**config.mk**
```make
export PLATFORM = sky130hd
export DESIGN_NAME = line_buf_ctrl
export DESIGN_NICKNAME = d
export VERILOG_FILES = /design/src/rtl/cnn_pkg.sv /design/src/rtl/lbc_out_pipe.sv /design/src/rtl/line_buf_ctrl.sv
export SDC_FILE = /design/constraint.sdc
export NUM_CORES = 1
export LEC_CHECK = 0
export CORE_MARGIN = 4
export CORE_UTILIZATION = 50
export DETAILED_ROUTE_END_ITERATION = 7
export GPL_ROUTABILITY_DRIVEN = 0
export GPL_TIMING_DRIVEN = 0
export HOLD_SLACK_MARGIN = 0.03
export PLACE_DENSITY = 0.79
export SYNTH_ARGS = -nofsm -noshare
export SYNTH_HDL_FRONTEND = slang
export SYNTH_SLANG_ARGS = --single-unit
```
**constraint.sdc**
```tcl
create_clock -name clk -period 4.3 [get_ports clk]
set_input_delay 0.86 -clock clk [delete_from_list [all_inputs] [get_ports clk]]
set_output_delay 0.86 -clock clk [all_outputs]
set_load 0.1 [all_outputs]
```
**src/rtl/cnn_pkg.sv**
```systemverilog
// Shared definitions for the line-buffer controller: FSM encoding and row counter width.
package cnn_pkg;

    localparam int unsigned ROW_CNT_W = 16;

    typedef enum logic [1:0] {
        ST_IDLE   = 2'd0,
        ST_FILL   = 2'd1,
        ST_STREAM = 2'd2
    } lbc_state_t;

endpackage

```
**src/rtl/lbc_out_pipe.sv**
```systemverilog
// Two-stage output pipeline: stage 1 pairs the accepted pixel with the
// same-address memory read, stage 2 is the m_* output register.
module lbc_out_pipe #(
    parameter int unsigned DATA_WIDTH = 24
) (
    input  logic                  clk,
    input  logic                  reset,
    input  logic                  in_valid,
    input  logic                  in_zero,
    input  logic [DATA_WIDTH-1:0] in_cur,
    input  logic [DATA_WIDTH-1:0] mem_dout,
    output logic                  s1_valid,
    output logic                  m_valid,
    input  logic                  m_ready,
    output logic [DATA_WIDTH-1:0] m_prev,
    output logic [DATA_WIDTH-1:0] m_cur
);

    logic                  s1_fresh;
    logic                  s1_zero;
    logic [DATA_WIDTH-1:0] s1_cur;
    logic [DATA_WIDTH-1:0] s1_prev;
    logic [DATA_WIDTH-1:0] prev_c;
    logic                  s2_free;

    // mem_dout is only valid the cycle after the read; afterwards use the captured copy
    always_comb begin
        s2_free = !m_valid || m_ready;
        prev_c  = s1_prev;
        if (s1_zero) begin
            prev_c = '0;
        end else if (s1_fresh) begin
            prev_c = mem_dout;
        end
    end

    // Stage 1: load on accept, drain into stage 2, or freeze the read data while stalled
    always_ff @(posedge clk or negedge reset) begin
        if (!reset) begin
            s1_valid <= 1'b0;
            s1_fresh <= 1'b0;
            s1_zero  <= 1'b0;
            s1_cur   <= '0;
            s1_prev  <= '0;
        end else if (in_valid) begin
            s1_valid <= 1'b1;
            s1_fresh <= 1'b1;
            s1_zero  <= in_zero;
            s1_cur   <= in_cur;
        end else if (s1_valid && s2_free) begin
            s1_valid <= 1'b0;
            s1_fresh <= 1'b0;
        end else if (s1_valid) begin
            s1_prev  <= prev_c;
            s1_fresh <= 1'b0;
        end
    end

    // Stage 2: output register, held while the consumer stalls
    always_ff @(posedge clk or negedge reset) begin
        if (!reset) begin
            m_valid <= 1'b0;
            m_prev  <= '0;
            m_cur   <= '0;
        end else if (s2_free) begin
            m_valid <= s1_valid;
            if (s1_valid) begin
                m_prev <= prev_c;
                m_cur  <= s1_cur;
            end
        end
    end

endmodule

```
**src/rtl/line_buf_ctrl.sv**
```systemverilog
// Single-line buffer controller: writes each row into memory while reading back
// the pixel one row above at the same column.
// Optional build macro LINE_BUF_CTRL_ZERO_PAD_EN: row 0 is also emitted, with m_prev=0.
module line_buf_ctrl
    import cnn_pkg::*;
#(
    parameter int unsigned DATA_WIDTH = 24,
    parameter int unsigned ADDR_WIDTH = 14
) (
    input  logic                  clk,
    input  logic                  reset,
    input  logic                  start,
    output logic                  done,
    output logic                  busy,
    input  logic [ADDR_WIDTH-1:0] cfg_row_len,
    input  logic [ROW_CNT_W-1:0]  cfg_rows,
    output logic                  cfg_err,
    input  logic                  s_valid,
    output logic                  s_ready,
    input  logic [DATA_WIDTH-1:0] s_data,
    output logic                  m_valid,
    input  logic                  m_ready,
    output logic [DATA_WIDTH-1:0] m_prev,
    output logic [DATA_WIDTH-1:0] m_cur,
    output logic                  mem_we,
    output logic [ADDR_WIDTH-1:0] mem_wr_addr,
    output logic [DATA_WIDTH-1:0] mem_din,
    output logic [ADDR_WIDTH-1:0] mem_rd_addr,
    input  logic [DATA_WIDTH-1:0] mem_dout
);

    localparam int unsigned AW = ADDR_WIDTH;

    lbc_state_t           state;
    lbc_state_t           state_d;
    logic                 done_d;
    logic                 cfg_err_d;
    logic [AW-1:0]        row_len;
    logic [AW-1:0]        col;
    logic [ROW_CNT_W-1:0] rows;
    logic [ROW_CNT_W-1:0] row;
    logic                 in_done;
    logic                 s1_valid;
    logic                 cfg_bad;
    logic                 start_ok;
    logic                 accept;
    logic                 last_col;
    logic                 last_row;
    logic                 emit;
    logic                 final_xfer;

    // Handshake, position decode and memory port drive
    always_comb begin
        busy        = (state != ST_IDLE);
        cfg_bad     = (cfg_row_len == '0) || (cfg_rows == '0);
        start_ok    = (state == ST_IDLE) && start && !cfg_bad;
        s_ready     = busy && !in_done && !(s1_valid && m_valid && !m_ready);
        accept      = s_valid && s_ready;
        last_col    = (col == row_len - AW'(1));
        last_row    = (row == rows - ROW_CNT_W'(1));
`ifdef LINE_BUF_CTRL_ZERO_PAD_EN
        emit        = busy;
`else
        emit        = (state == ST_STREAM);
`endif
        final_xfer  = in_done && !s1_valid && m_valid && m_ready;
        mem_we      = accept;
        mem_wr_addr = col;
        mem_rd_addr = col;
        mem_din     = accept ? s_data : '0;
    end

    // Next-state and pulse outputs
    always_comb begin
        state_d   = state;
        done_d    = 1'b0;
        cfg_err_d = 1'b0;
        case (state)
            ST_IDLE: begin
                if (start) begin
                    if (cfg_bad) begin
                        cfg_err_d = 1'b1;
                    end else begin
                        state_d = ST_FILL;
                    end
                end
            end
            ST_FILL: begin
                if (accept && last_col && !last_row) begin
                    state_d = ST_STREAM;
                end
`ifdef LINE_BUF_CTRL_ZERO_PAD_EN
                if (final_xfer) begin
                    state_d = ST_IDLE;
                    done_d  = 1'b1;
                end
`else
                if (accept && last_col && last_row) begin
                    state_d = ST_IDLE;
                    done_d  = 1'b1;
                end
`endif
            end
            ST_STREAM: begin
                if (final_xfer) begin
                    state_d = ST_IDLE;
                    done_d  = 1'b1;
                end
            end
            default: state_d = ST_IDLE;
        endcase
    end

    // State register and registered pulses
    always_ff @(posedge clk or negedge reset) begin
        if (!reset) begin
            state   <= ST_IDLE;
            done    <= 1'b0;
            cfg_err <= 1'b0;
        end else begin
            state   <= state_d;
            done    <= done_d;
            cfg_err <= cfg_err_d;
        end
    end

    // Frame configuration latch and column/row counters
    always_ff @(posedge clk or negedge reset) begin
        if (!reset) begin
            row_len <= '0;
            rows    <= '0;
            col     <= '0;
            row     <= '0;
            in_done <= 1'b0;
        end else if (start_ok) begin
            row_len <= cfg_row_len;
            rows    <= cfg_rows;
            col     <= '0;
            row     <= '0;
            in_done <= 1'b0;
        end else if (accept) begin
            if (last_col) begin
                col <= '0;
                row <= row + ROW_CNT_W'(1);
                if (last_row) begin
                    in_done <= 1'b1;
                end
            end else begin
                col <= col + AW'(1);
            end
        end
    end

    lbc_out_pipe #(
        .DATA_WIDTH(DATA_WIDTH)
    ) u_out_pipe (
        .clk      (clk),
        .reset    (reset),
        .in_valid (accept && emit),
        .in_zero  (state == ST_FILL),
        .in_cur   (s_data),
        .mem_dout (mem_dout),
        .s1_valid (s1_valid),
        .m_valid  (m_valid),
        .m_ready  (m_ready),
        .m_prev   (m_prev),
        .m_cur    (m_cur)
    );

endmodule

```
# After elaboration in Yosys (flattened, before gate mapping)
# Cells that the tools add are included.
# Widths: inputs -> output; s select.
# op_classes
n_bitwise	2
reduce_logical	38
add_sub_neg	4
mux	30
n_eq_ne	8
# op_table
cell	n
$mux 24	3
$mux 16	3
$mux 14	3
$add 16x1->16 const B	1
$eq 16x16->1	1
$logic_not 16->1	1
$sub 16x1->16 const B	1
$logic_and 1x1->1	15
$add 14x1->14 const B	1
$eq 14x14->1	1
$logic_not 14->1	1
$mux 1	14
$sub 14x1->14 const B	1
$mux 2	5
$reduce_bool 2->1	5
$logic_not 1->1	7
$pmux 2 s3	1
$reduce_and 3->1	2
$ne 2x2->1 const B	2
$reduce_and 2->1	2
$reduce_and 4->1	1
$ne 3x3->1 const B	1
$reduce_bool 3->1	1
$eq 2x1->1 const B	1
other kinds (6)	8
# totals
output_inout_bits	106
elab_cells	98
ff_bits	165
inputBits	83

# Longest topological paths before layout
# Gate-level depths: netlist (run 1).
# depth
word_depth	10
ltp_mapped	11
ltp_nobuf	10

# Hierarchy
# A second synthesis (run 1) with hierarchy kept.
# unflattened
hier_cells	886
area_unflattened_um2	8843.5
# modules_own_cells
module	cells_per_inst	seq_area_each_um2	n_inst	area_per_inst_um2
line_buf_ctrl	539	1626.6	1	4454.3
lbc_out_pipe	347	2502.4	1	4389.2

# Worst setup path before layout (run 1)
# No wires, ideal clock.
# synth_timing
path_type	reg2out
from	reg state[0]
to	out mem_din[14]
t_required_ns	3.440
slack_ns	-0.159
path_stages_with_launch	8
path_buffers	2
arrival_time_ns	3.599
cell_sequence	dfrtp_1 > inv_1 > ha_1 > inv_1 > and3_1 > clkbuf_1 > clkbuf_1 > and3_1
# synth_via
elab_chain_len	5
# synth_rtl
element	line_no	rtl
from (decl)	line_buf_ctrl.sv:34	lbc_state_t state;
from (signal assigned)	line_buf_ctrl.sv:121	state <= state_d;
$reduce_bool 2->1	line_buf_ctrl.sv:54	busy = (state != ST_IDLE);
net busy	line_buf_ctrl.sv:14	output logic busy,
$logic_and 1x1->1 (2 in a row)	line_buf_ctrl.sv:57	s_ready = busy && !in_done && !(s1_valid && m_valid && !m_ready);
net s_ready	line_buf_ctrl.sv:19	output logic s_ready,
$logic_and 1x1->1	line_buf_ctrl.sv:58	accept = s_valid && s_ready;
$mux 24	line_buf_ctrl.sv:70	mem_din = accept ? s_data : '0;
to (decl)	line_buf_ctrl.sv:27	output logic [DATA_WIDTH-1:0] mem_din,
# The timed path passes the listed nets, and every way through them passes these cells.

# Final worst setup path (run 1)
# layout_timing
from	in m_ready
to	out mem_din[8]
# layout_via
elab_chain_len	6
# layout_rtl
element	line_no	rtl
from (decl)	line_buf_ctrl.sv:22	input logic m_ready,
$logic_not 1->1	line_buf_ctrl.sv:57	
$logic_and 1x1->1	line_buf_ctrl.sv:57	
$logic_not 1->1	line_buf_ctrl.sv:57	
$logic_and 1x1->1	line_buf_ctrl.sv:57	
$logic_and 1x1->1	line_buf_ctrl.sv:58	
$mux 24	line_buf_ctrl.sv:70	
# Every way passes these cells.

==> results.py, run 1 <==
metrics = {
    "placed_design": {
        "dpl-instance-area_um2": 10600,
        "place_hpwl_mm": 15.7,
        "dp_slack_ns": -0.563,
        "dp_cells": 1251,
        "portBuffers": 188,
    },
    "layout": {
        "multiInputGateArea_um2": 3940,
        "fillers": 1311,
        "stdcell_count": 1281,
        "fin_util_pct": 67.9,
        "area_growth_pct": 33.4,
        "n_antenna_cell": 0,
        "fin_nets": 1139,
        "drive_gt1_share_pct": 14.8,
        "final_area_um2": 11300,
        "seqCellArea_um2": 4130,
    },
    "sta": {
        "hold_violations": 0,
        "setup_viol": 0,
        "setup_slack_ns": 0.178,
        "max_slew_margin_pct": 28.3,
        "skew_ns": 0.00784,
        "min_period_ns": 4.12,
        "finalCritPeriodShare_pct": 95.9,
        "timing.fmax_ghz": 0.243,
        "rsz0062_at_grt": "no",
        "finalMaxSlewViolations": 0,
        "worst_pin_slew_ns": 1.07,
    },
    "die": {
        "die_w_um": 138,
        "rows": 47,
        "pin_count": 189,
        "start_util_pct": 50.9,
        "die_h_um": 138,
        "dieArea_um2": 19000,
        "coreArea_um2": 16600,
    },
    "worst_setup_path": {
        "worst_ep_required_time_ns": 3.44,
        "cpPeakStageDelay_ns": 0.55,
        "worst-r2r-cell-count": 10,
        "worstPathMaxFanout": 10,
        "slowest_stage": "clkdlybuf4s15_2",
        "regToRegEndpoint": "row[15]",
        "crit_top_cell": "and3_1",
        "timing.rr.start": "row_len[5]",
        "r2r_slack_ns": 0.95,
        "critical_path.endpoint_type": "output pin",
        "start_kind": "input port",
        "crit_chain": "clkdlybuf4s50_1, nand3b_1, and3_1, clkbuf_1, and3_1, clkdlybuf4s15_2",
        "path_class": "in2out",
        "cp.arrival_ns": 3.26,
        "cpLargestDelayFamily": "buffers and inverters",
        "path_buf_inv": 3,
    },
    "route": {
        "drc": 0,
        "wl_mm": 21.8,
        "vias": 7116,
        "antenna_left": 0,
        "drtIter0Drc": 507,
        "drt-vias-per-instance": 5.56,
        "wl_per_cell_um": 17.0,
        "dr.pass1.iters": 4,
    },
    "logic_synthesis": {
        "synth_seq_cells": 165,
        "synth_top_family_by_area": "simple AND/OR/NAND/NOR gates",
        "syn_area_per_cell_um2": 10.0,
        "synthArstFlopShare_pct": 100,
        "synth-edff-count": 0,
        "muxShareOfSynthArea_pct": 10.9,
        "ys.flop_type": "dfrtp_1",
        "synth_most_common_cell": "dfrtp_1",
        "seq_area_frac_synth_pct": 48.9,
        "synth_cell_types": 54,
        "synth_area_leader_cell": "dfrtp_1",
        "ys_top_cells_by_count": "dfrtp_1, nand2_1, mux2_2",
        "netlist_top_cells_area": "dfrtp_1, mux2_2, a21oi_1",
        "synthSimpleGateAreaFrac_pct": 17.5,
        "ys_warn_count": 0,
        "syn_nets": 932,
        "synth_compound_area_share_pct": 12.0,
        "netlist_instances": 842,
        "synth.top_cell.area_share_pct": 48.9,
        "mappedNetlistArea_um2": 8450,
        "synthAdderAreaFrac_pct": 1.04,
        "synth_xor_area_share_pct": 5.29,
    },
    "clocking": {
        "cts_max_path_buffers": 2,
        "clk_pin_slew_ns": 0.07,
        "numCtsBuffers": 17,
        "cts_tree": "done",
        "post_cts_buffers": 0,
        "ctsHtreeMaxLevel": 4,
        "ctsRootBufferMaster": "clkbuf_16",
        "clock_latency_ns": 0.43,
        "clock-sinks": 165,
    },
    "global_route": {
        "overflow": 0,
        "grt_pass1_vias": 6818,
        "grt_pass1_wl_mm": 34.5,
        "grt_antenna_before_repair": 0,
        "grt_max_degree": 126,
        "grtUsageTotal_pct": 22.9,
    },
    "status": {
        "status": "finished clean",
    },
    "pwr": {
        "powerDensity_nw_per_um2": 487,
        "p_leak_nw": 4.78,
        "vdd_ir_drop_max_v": 0.000354,
    },
    "min_path": {
        "holdCritPathClass": "in2async",
    },
    "job": {
        "maxCapViolCount": 0,
    },
}
registers in the layout, indices dropped and copies added (netlist names):
register / count
rows: 16
u_out_pipe.m_cur: 24
u_out_pipe.s1_cur: 24
row: 16
u_out_pipe.m_prev: 24
mem_rd_addr: 14
done: 1
in_done: 1
row_len: 14
u_out_pipe.s1_prev: 24
u_out_pipe.s1_zero: 1
u_out_pipe.s1_valid: 1
state: 2
u_out_pipe.m_valid: 1
cfg_err: 1
u_out_pipe.s1_fresh: 1
stage by stage:
stage / TNS (ns) / hold WS [ns] / power [W]
after CTS: 0 / 0.306 / 0.00551
after global placement: -725.03 / 0.454 / 0.00388
after global routing: 0 / 0.332 / 0.00574
after detailed placement: -11.86 / 0.465 / 0.00392
final: 0 / 0.305 / 0.00548
after floorplan: 0 / 0.442 / 0.00338
worst reg2reg max path: cells and delay by family (launching register included):
family	cells	cell delay (ns)
AO/OA/AOI/OAI	1	0.30
AND/OR/NAND/NOR	6	1.87
XOR/XNOR	1	0.18
flip-flops	1	0.44
buffers and inverters	2	0.43
cells by family after synthesis:
family,after synthesis
simple gates,284
compound gates,167
flops,165
buf+inv,86
mux,82
xor+xnor,51
fa+ha+maj,7
what timing repair did:
action / in CTS / in global routing
cloned: 0 / 0
hold buffers: 0 / 0
gates resized for setup: 71 / 0
endpoints found under the setup margin: 26 / 25
power by group:
group          internal [W]  total [W]  switching [W]  leakage, nW
clock              0.000936    0.00159       0.000652        0.295
sequential          0.00174    0.00196       0.000220         2.22
combinational      0.000668    0.00194        0.00127         2.26
total               0.00334    0.00548        0.00214         4.78
area by class of cell:
cell class / instances / share of cell area [%]
flip-flops and latches: 165 / 36.6
repair buffers: 189 / 17.2
clock inverters: 13 / 1.51
plain buffers: 60 / 2.49
well taps: 220 / 2.44
multi-input cells: 591 / 35.0
clock buffers: 18 / 3.90
inverters: 25 / 0.833
how the worst max path moves through the flow:
stage | from | endpoint | slack [ns] | cells past startpoint
final | m_ready | mem_din[8] | 0.18 | 6
after global routing | m_ready | mem_din[10] | 0.04 | 6
after CTS | m_ready | mem_din[8] | 0.007 | 7
after detailed placement | m_ready | mem_din[10] | -0.56 | 7
after global placement | reset | u_out_pipe.s1_cur[13] | -4.35 | 1
after floorplan | state[0] | mem_din[14] | 0.33 | 7
cells in the final DEF, fill, tap and decap left out, types with 3 or more instances in the layout:
master / instances
a2111oi_0: 3
a211oi_1: 3
a21oi_1: 67
a31oi_1: 5
and3_1: 32
buf_1: 5
buf_4: 14
bufinv_16: 3
clkbuf_1: 39
clkbuf_16: 17
clkdlybuf4s15_1: 3
clkdlybuf4s15_2: 21
clkdlybuf4s50_1: 161
dfrtp_1: 165
ha_1: 7
inv_1: 25
inv_6: 4
mux2_2: 80
nand2_1: 83
nand2b_1: 12
nand3_1: 19
nand3b_1: 3
nand4_1: 16
nand4b_1: 4
nor2_1: 38
nor2b_1: 26
nor3_1: 14
nor4_1: 16
nor4b_1: 3
o211ai_1: 3
o21ai_0: 35
o22ai_1: 8
o31ai_1: 25
or2_2: 3
or3_1: 6
or4_1: 4
xnor2_1: 33
xor2_1: 18
routing by layer:
layer  track usage [%]  part of all wire, %
met1              31.9                   44
met2              36.3                   48
met3              4.93                  6.4
met4              7.03                  1.8
met5                 0                    0
Note: power is estimated with default switching activity, not from simulation.
==> inputs of run 2 (changes only) <==
--- a/config.mk
+++ b/config.mk
@@ -5,6 +5,7 @@
 export SDC_FILE = /design/constraint.sdc
 export NUM_CORES = 1
 export LEC_CHECK = 0
+export CORE_ASPECT_RATIO = 0.9
 export CORE_MARGIN = 4
 export CORE_UTILIZATION = 50
 export DETAILED_ROUTE_END_ITERATION = 7
==> run 2 against run 1 <==
Critical path depth stayed put; core utilization is 0.81 points higher; global-route usage is 0.43 points higher; final cell count is 0.86% lower; critical path type unchanged.
==> results.py, run 2 (synthesized netlist as in run 1, its figures left out) <==
metrics = {
    "status": {
        "status": "finished clean",
    },
    "placed_design": {
        "dp_slack_ns": -0.430,
        "place_hpwl_mm": 15.9,
        "dpl-instance-area_um2": 10600,
        "portBuffers": 188,
    },
    "clocking": {
        "clock-sinks": 165,
        "cts_max_path_buffers": 2,
        "clock_latency_ns": 0.44,
        "numCtsBuffers": 17,
        "post_cts_buffers": 0,
        "ctsRootBufferMaster": "clkbuf_16",
        "ctsHtreeMaxLevel": 4,
        "cts_tree": "done",
        "clk_pin_slew_ns": 0.07,
    },
    "global_route": {
        "overflow": 0,
        "grt_pass1_vias": 7335,
        "grtUsageTotal_pct": 23.4,
        "grt_max_degree": 94,
        "grt_antenna_before_repair": 0,
        "grt_pass1_wl_mm": 37.0,
    },
    "pwr": {
        "comb_power_share_pct": 35.5,
        "p_int_w": 0.00330,
        "p_leak_nw": 4.78,
        "switching_power_w": 0.00217,
        "clockPowerShare_pct": 28.7,
        "sw_frac_of_total_pct": 39.7,
        "p_seq_share_pct": 35.8,
        "total_power_w": 0.00547,
        "powerDensity_nw_per_um2": 487,
        "vdd_ir_drop_max_v": 0.000435,
    },
    "worst_setup_path": {
        "crit_top_cell": "and3_1",
        "crit_path_start": "m_ready",
        "cp.arrival_ns": 3.26,
        "slowest_stage": "dlygate4sd2_1",
        "worst-r2r-cell-count": 10,
        "crit_chain": "clkdlybuf4s50_1, nand3b_1, and3_1, clkbuf_1, and3_1, dlygate4sd2_1",
        "cpPeakStageDelay_ns": 0.86,
        "critical_path.endpoint_type": "output pin",
        "start_kind": "input port",
        "r2r_slack_ns": 1.00,
        "worstPathMaxFanout": 9,
        "worst_ep_required_time_ns": 3.44,
        "timing.rr.start": "row_len[0]",
        "regToRegEndpoint": "mem_rd_addr[4]",
        "crit_end": "mem_din[2]",
        "path_class": "in2out",
    },
    "layout": {
        "drive_gt1_share_pct": 14.8,
        "fin_nets": 1140,
        "n_antenna_cell": 0,
        "multiInputGateArea_um2": 3940,
        "seqCellArea_um2": 4130,
        "layout_common_cells": "dfrtp_1, clkdlybuf4s50_1, nand2_1",
        "area_growth_pct": 33.1,
        "final_common_cell": "dfrtp_1",
        "fillers": 1282,
        "final_area_um2": 11200,
    },
    "die": {
        "die_w_um": 145,
        "coreArea_um2": 16400,
        "die_h_um": 131,
        "pin_count": 189,
        "rows": 44,
        "dieArea_um2": 19000,
        "start_util_pct": 51.7,
    },
    "route": {
        "dr.pass1.iters": 5,
        "wl_mm": 22.2,
        "vias": 7221,
        "antenna_left": 0,
        "drc": 0,
        "wl_per_cell_um": 17.5,
        "drt-vias-per-instance": 5.69,
        "drtIter0Drc": 451,
    },
    "sta": {
        "setup_slack_ns": 0.180,
        "setup_viol": 0,
        "finalMaxSlewViolations": 0,
        "min_period_ns": 4.12,
        "worst_pin_slew_ns": 1.09,
        "rsz0062_at_grt": "no",
        "max_slew_margin_pct": 26.9,
        "skew_ns": 0.0116,
        "hold_violations": 0,
        "finalCritPeriodShare_pct": 95.8,
        "timing.fmax_ghz": 0.243,
    },
    "job": {
        "maxCapViolCount": 0,
    },
    "min_path": {
        "holdCritPathClass": "in2async",
    },
}
-- run 2: power by group through the flow --
stage | registers, W | logic, W | clock network [W]
detailed placement | 0.00198 | 0.00195 | 0
floorplan | 0.00212 | 0.00127 | 0
finish | 0.00196 | 0.00194 | 0.00157
global route | 0.00199 | 0.00209 | 0.00167
global placement | 0.00197 | 0.00191 | 0
CTS | 0.00195 | 0.00194 | 0.00160
-- run 2: final cells by class --
class                   count  area share [%]
flip-flops and latches    165            36.7
multi-input cells         591            35.1
repair buffers            189            17.1
clock buffers              19            3.94
plain buffers              61            2.53
well taps                 207            2.30
clock inverters            13            1.46
inverters                  25           0.835
-- run 2: worst min-delay path by stage --
stage / start / to / slack [ns] / cells past startpoint
5_1_grt: reset / row_len[5] / 0.42 / 1
6_report: reset / row_len[2] / 0.37 / 1
2_1_floorplan: u_out_pipe.s1_prev[0] / u_out_pipe.s1_prev[0] / 0.44 / 2
3_5_place_dp: u_out_pipe.s1_prev[11] / u_out_pipe.s1_prev[11] / 0.46 / 2
4_1_cts: reset / row_len[2] / 0.39 / 1
3_3_place_gp: u_out_pipe.s1_prev[11] / u_out_pipe.s1_prev[11] / 0.45 / 2
-- run 2: timing repair --
action | 4_1_cts | 5_1_grt
endpoints found under the setup margin | 26 | 1
gates resized for setup | 66 | 2
hold buffers | 0 | 0
-- run 2: per-stage QoR --
step                cells  hold WS [ns]  utilization [%]  TNS [ns]
floorplan             842         0.442                -         0
global placement     1237         0.454             64.8   -731.70
detailed placement   1238         0.463             65.0     -8.56
CTS                  1270         0.390             68.8         0
global route         1270         0.415             68.8         0
finish               1270         0.371             68.8         0
-- run 2: critical path, delay by kind of cell --
kind | cells | cell delay, ns
buf+inv | 3 | 1.65
simple gates | 3 | 0.74
-- run 2: per-layer routing --
metal / up-vias / share of wire, % / GRT usage, %
met2: 252 / 46 / 37.0
met4: 0 / 1.4 / 5.59
li1: 3411 / - / -
met5: - / 0 / 0
met1: 3531 / 46 / 31.9
met3: 27 / 6.8 / 7.06
==> inputs of run 3 (changes only) <==
--- a/config.mk
+++ b/config.mk
@@ -5,6 +5,7 @@
 export SDC_FILE = /design/constraint.sdc
 export NUM_CORES = 1
 export LEC_CHECK = 0
+export ABC_CLOCK_PERIOD_IN_PS = 4300
 export CORE_ASPECT_RATIO = 0.9
 export CORE_MARGIN = 4
 export CORE_UTILIZATION = 50
==> results of run 3 <==
No change in the layout: final DEF, timing and power equal those of run 2.
